==> src/rtl/adder_serial_2bit.sv <==
// adder_serial_2bit -- digit-serial unsigned adder.
//
// Takes a full-width operand pair through a valid/ready handshake, then
// adds one 2-bit digit per clock through a single adder_2bit slice, with
// the carry chained through a register. After N = WIDTH/2 RUN cycles it
// presents {c_out, sum} = a + b + c_in through a valid/ready handshake.
// This costs latency but saves area compared with a full-width
// combinational adder.
//
// WIDTH must be even and at least 2.
//
// Ports:
//   clk, rst_n           clock (rising edge), asynchronous active-low reset
//   in_valid / in_ready  operand handshake; operands are taken only in IDLE
//   a, b, c_in           operands and the carry-in for the LSB digit
//   out_valid/out_ready  result handshake; the result is held in DONE
//   sum, c_out           WIDTH-bit sum and the carry out of the MSB
//   busy                 high in RUN or DONE

// One 2-bit ripple slice: {c_out, sum} = a + b + c_in.
module adder_2bit (
    input  logic [1:0] a,
    input  logic [1:0] b,
    input  logic       c_in,
    output logic [1:0] sum,
    output logic       c_out
);
    assign {c_out, sum} = {1'b0, a} + {1'b0, b} + {2'b00, c_in};
endmodule

module adder_serial_2bit #(
    parameter int WIDTH = 16
) (
    input  logic             clk,
    input  logic             rst_n,
    input  logic             in_valid,
    output logic             in_ready,
    input  logic [WIDTH-1:0] a,
    input  logic [WIDTH-1:0] b,
    input  logic             c_in,
    output logic             out_valid,
    input  logic             out_ready,
    output logic [WIDTH-1:0] sum,
    output logic             c_out,
    output logic             busy
);
    localparam int N  = WIDTH / 2;
    localparam int CW = (N > 1) ? $clog2(N) : 1;
    localparam logic [CW-1:0] LAST = CW'(N - 1);

    typedef enum logic [1:0] {IDLE, RUN, DONE} state_t;

    state_t           state_q, state_d;
    logic [WIDTH-1:0] a_sh, b_sh, sum_q;
    logic [CW-1:0]    cnt_q;
    logic             carry_q, c_out_q;

    logic [1:0]       d_sum;
    logic             d_cout;
    logic [WIDTH-1:0] sum_shift;

    // The slice always sees the current low digits. Its output is only
    // used in RUN.
    adder_2bit u_slice (
        .a     (a_sh[1:0]),
        .b     (b_sh[1:0]),
        .c_in  (carry_q),
        .sum   (d_sum),
        .c_out (d_cout)
    );

    // Result digits enter at the MSB end. After N shifts the first
    // (least significant) digit has reached bits [1:0].
    generate
        if (WIDTH == 2) begin : g_one_digit
            assign sum_shift = d_sum;
        end else begin : g_multi_digit
            assign sum_shift = {d_sum, sum_q[WIDTH-1:2]};
        end
    endgenerate

    // State register
    always_ff @(posedge clk or negedge rst_n) begin
        if (!rst_n) state_q <= IDLE;
        else        state_q <= state_d;
    end

    // Next state and handshake outputs
    always_comb begin
        state_d   = state_q;
        in_ready  = 1'b0;
        out_valid = 1'b0;
        busy      = 1'b0;
        case (state_q)
            IDLE: begin
                in_ready = 1'b1;
                if (in_valid) state_d = RUN;
            end
            RUN: begin
                busy = 1'b1;
                if (cnt_q == LAST) state_d = DONE;
            end
            DONE: begin
                busy      = 1'b1;
                out_valid = 1'b1;
                if (out_ready) state_d = IDLE;
            end
            default: state_d = IDLE;
        endcase
    end

    // Datapath. The operand registers are the only copy of a and b, so
    // the upstream is free to change them after the accept edge.
    always_ff @(posedge clk or negedge rst_n) begin
        if (!rst_n) begin
            a_sh    <= '0;
            b_sh    <= '0;
            sum_q   <= '0;
            cnt_q   <= '0;
            carry_q <= 1'b0;
            c_out_q <= 1'b0;
        end else begin
            case (state_q)
                IDLE: if (in_valid) begin
                    a_sh    <= a;
                    b_sh    <= b;
                    carry_q <= c_in;
                    cnt_q   <= '0;
                    sum_q   <= '0;
                end
                RUN: begin
                    a_sh    <= a_sh >> 2;
                    b_sh    <= b_sh >> 2;
                    sum_q   <= sum_shift;
                    carry_q <= d_cout;
                    cnt_q   <= cnt_q + 1'b1;
                    if (cnt_q == LAST) c_out_q <= d_cout;
                end
                default: ;
            endcase
        end
    end

    assign sum   = sum_q;
    assign c_out = c_out_q;
endmodule

==> config.mk <==
export PLATFORM = sky130hd
export DESIGN_NAME = adder_serial_2bit
export DESIGN_NICKNAME = d
export VERILOG_FILES = /design/src/rtl/adder_serial_2bit.sv
export SDC_FILE = /design/constraint.sdc
export NUM_CORES = 1
export LEC_CHECK = 0
export CELL_PAD_IN_SITES_DETAIL_PLACEMENT = 0
export CELL_PAD_IN_SITES_GLOBAL_PLACEMENT = 1
export CORE_ASPECT_RATIO = 0.9
export CORE_UTILIZATION = 37
export CTS_BUF_LIST = sky130_fd_sc_hd__clkbuf_2
export CTS_CLUSTER_DIAMETER = 150
export DETAILED_ROUTE_END_ITERATION = 8
export PLACE_DENSITY = 0.85
export SLEW_MARGIN = 0
export SYNTH_ARGS = -nofsm -noshare
export SYNTH_HDL_FRONTEND = slang
export SYNTH_HIERARCHICAL = 1
export SYNTH_SLANG_ARGS = --single-unit
==> constraint.sdc <==
create_clock -name clk -period 1.5 [get_ports clk]
set_input_delay 0.3 -clock clk [delete_from_list [all_inputs] [get_ports clk]]
set_output_delay 0.3 -clock clk [all_outputs]
set_load 0.02 [all_outputs]
==> impl_metrics.json <==
{
  "tritoncts": "yes",
  "ant_nets": 0,
  "pin_count": 57,
  "core.rowCount": 28,
  "synth_cell_types": 26,
  "leakage_uw": 0.00188,
  "mostFrequentLayoutCells": "dfrtp_1 (55), clkdlybuf4s50_1 (35), nand2_1 (31), buf_4 (28)",
  "core_area_um2": 6660,
  "fp.dieH_um": 81.4,
  "clockBufferDepth": 2,
  "drv_cap": 0,
  "cp-startpoint": "state_q[1]$_DFFE_PN0P_",
  "htreeDepth": 2,
  "utilization_pct": 59.0,
  "finish.instance_area_um2": 3930,
  "fin_crit_ns": 1.68,
  "hold_violations": 0,
  "hp-class": "in -> async",
  "place_area_um2": 3240,
  "drc_errors": 0,
  "clock_latency_ns": 0.48,
  "cts_buffers": 5,
  "drtIter0Drc": 90,
  "setup_violations": 54,
  "tns_ns": -4.69,
  "port-buffer-count": 56,
  "wl_per_cell_um": 14.7,
  "drtPass1Iterations": 4,
  "critPathSlowestCell": "dfrtp_1",
  "rr_startpoint": "carry_q$_DFFE_PN0P_",
  "worstPathArrival_ns": 1.38,
  "viasPerCell": 4.88,
  "synth_top_family_by_area": "compound AO/OA/AOI/OAI gates",
  "syn-cell-area_um2": 2590,
  "skew_ns": 0.0392,
  "gp_congestion": 0.797,
  "hpwl_mm": 3.48,
  "power.density_nw_per_um2": 2220,
  "synth_nets": 265,
  "first_global_vias": 1997,
  "crit_chain": "buf_4 -> ha_4 -> buf_6",
  "grt_pass1_wl_mm": 9.72,
  "grt_max_degree": 56,
  "worst_pin_slew_ns": 0.452,
  "synth.avg_cell_area_um2": 11.7,
  "yosysWarningCount": 6,
  "cts.sinks": 55,
  "netlist_instances": 221,
  "syn2layout_area_growth_pct": 51.8,
  "yosys.area_share.simple_pct": 7.20,
  "end_kind": "output port",
  "ys_seq_area_share_pct": 53.2,
  "final_common_cell": "dfrtp_1",
  "synth_compound_area_share_pct": 14.8,
  "path_clk_slew_ns": 0.31,
  "maxSlewHeadroom_pct": 69.8,
  "muxShareOfSynthArea_pct": 13.4,
  "worst_hold_slack_ns": 0.305,
  "crit_required_ns": 1.20,
  "dieArea_um2": 7340,
  "antenna_cells": 0,
  "worst_setup_path_start_kind": "register",
  "grt_setup_unrepaired": "yes",
  "ir_worst_vdd_uv": 1260,
  "p_total_uw": 8730,
  "track_usage_pct": 17.4,
  "drive_gt1_share_pct": 36.7,
  "period_share_pct": 112,
  "slew_viol_final": 0,
  "layout.nets": 367,
  "layout_setup_ws_ns": -0.177,
  "slowest_delay_ns": 0.49,
  "clock-root-buffer": "clkbuf_2",
  "worstPathMaxFanout": 3,
  "grt_overflow": 0,
  "worstSetupPathType": "reg -> out",
  "wl_mm": 6.07,
  "vias": 2020,
  "synth_seq_cells": 55,
  "violations": "negative setup slack",
  "synth-adder-area-share_pct": 3.96,
  "fmax_mhz": 596,
  "outcome": "finished with violations",
  "synth-xor-area-share_pct": 0,
  "antenna_found_initial": 0,
  "die_x_um": 90.2,
  "start_util_pct": 38.9
}
==> logic make-up after synthesis <==
kind of cell             after synthesis
adder cells (fa/ha/maj)                7
AO/OA/AOI/OAI                         57
multiplexers                          33
flip-flops                            55
AND/OR/NAND/NOR                       42
buffers and inverters                 27
==> repair_timing <==
item / 4_1_cts / 5_1_grt
pin swaps: 4 / 8
endpoints found under the hold margin: 55 / 0
hold buffers: 1 / 0
setup buffers: 27 / 6
cloned: 6 / 4
resized for setup: 102 / 40
setup endpoints to repair: 69 / 72
==> layer usage <==
metal	up-vias	part of all wire (%)	global-route usage, %
met4	0	1.1	5.81
met2	58	47	29.6
li1	977	-	-
met5	-	0	0
met3	7	4.7	3.56
met1	978	47	22.3
==> critical path: cells and delay by family (launching register included) <==
family                     cells  cell delay [ns]
adders and majority gates      1             0.15
buffers and inverters          2             0.28
DFF                            1             0.49
==> sequential cells by signal (all words and copies together) (netlist names) <==
register / flops
a_sh: 16
carry_q: 1
c_out: 1
b_sh: 16
cnt_q: 3
state_q: 2
sum: 16
==> path summary, 6_finish.rpt <==
path | slack (ns) | cells after the start | to
setup / recovery | -0.18 | 3 | out_valid
hold / removal | 0.30 | 3 | a_sh[6]$_DFFE_PN0P_
setup reg to reg | -0.14 | 5 | sum[15]$_DFFE_PN0P_
hold reg to reg | 0.52 | 2 | a_sh[2]$_DFFE_PN0P_
max in group asynchronous | 0.93 | 3 | carry_q$_DFFE_PN0P_
min in group clk | 0.39 | 3 | a_sh[6]$_DFFE_PN0P_
==> metrics by stage <==
step,setup WS (ns),instances
final,-0.177,414
after global routing,-0.236,414
after CTS,-0.156,405
after detailed placement,-0.166,363
after global placement,-0.136,363
after floorplan,-0.0508,221
==> report_power, final <==
part / switching (uW) / internal (uW)
combinational: 2410 / 3220
clock: 498 / 126
sequential: 356 / 2120
total: 3270 / 5470
==> cells in the mapped netlist <==
master,number,area (um2)
inv_1,11,41.3
nor3_1,1,5.00
o21ai_1,10,50.1
mux2_2,3,33.8
clkbuf_4,1,7.51
nor2b_2,1,8.76
nand2_1,34,128
nor2b_4,1,13.8
buf_4,1,7.51
buf_8,1,15.0
buf_6,7,78.8
clkbuf_1,2,7.51
mux2i_4,1,22.5
a22o_1,8,70.1
buf_2,3,15.0
o32a_2,1,11.3
mux2i_1,29,290
a31oi_1,4,25.0
ha_1,5,62.6
nor2b_1,5,31.3
a211oi_2,1,12.5
fa_1,2,40.0
dfrtp_1,55,1380
o21ai_0,23,115
buf_12,1,20.0
a22o_2,10,100
==> layout make-up <==
type	instances	area, um2
repair buffers	111	1230
well taps	90	113
inverters	11	41.3
clock buffers	5	25.0
multi-input cells	139	1120
flip-flops and latches	55	1380
fillers	555	2730
clock inverters	3	22.5
Note: power is estimated with default switching activity, not from simulation.
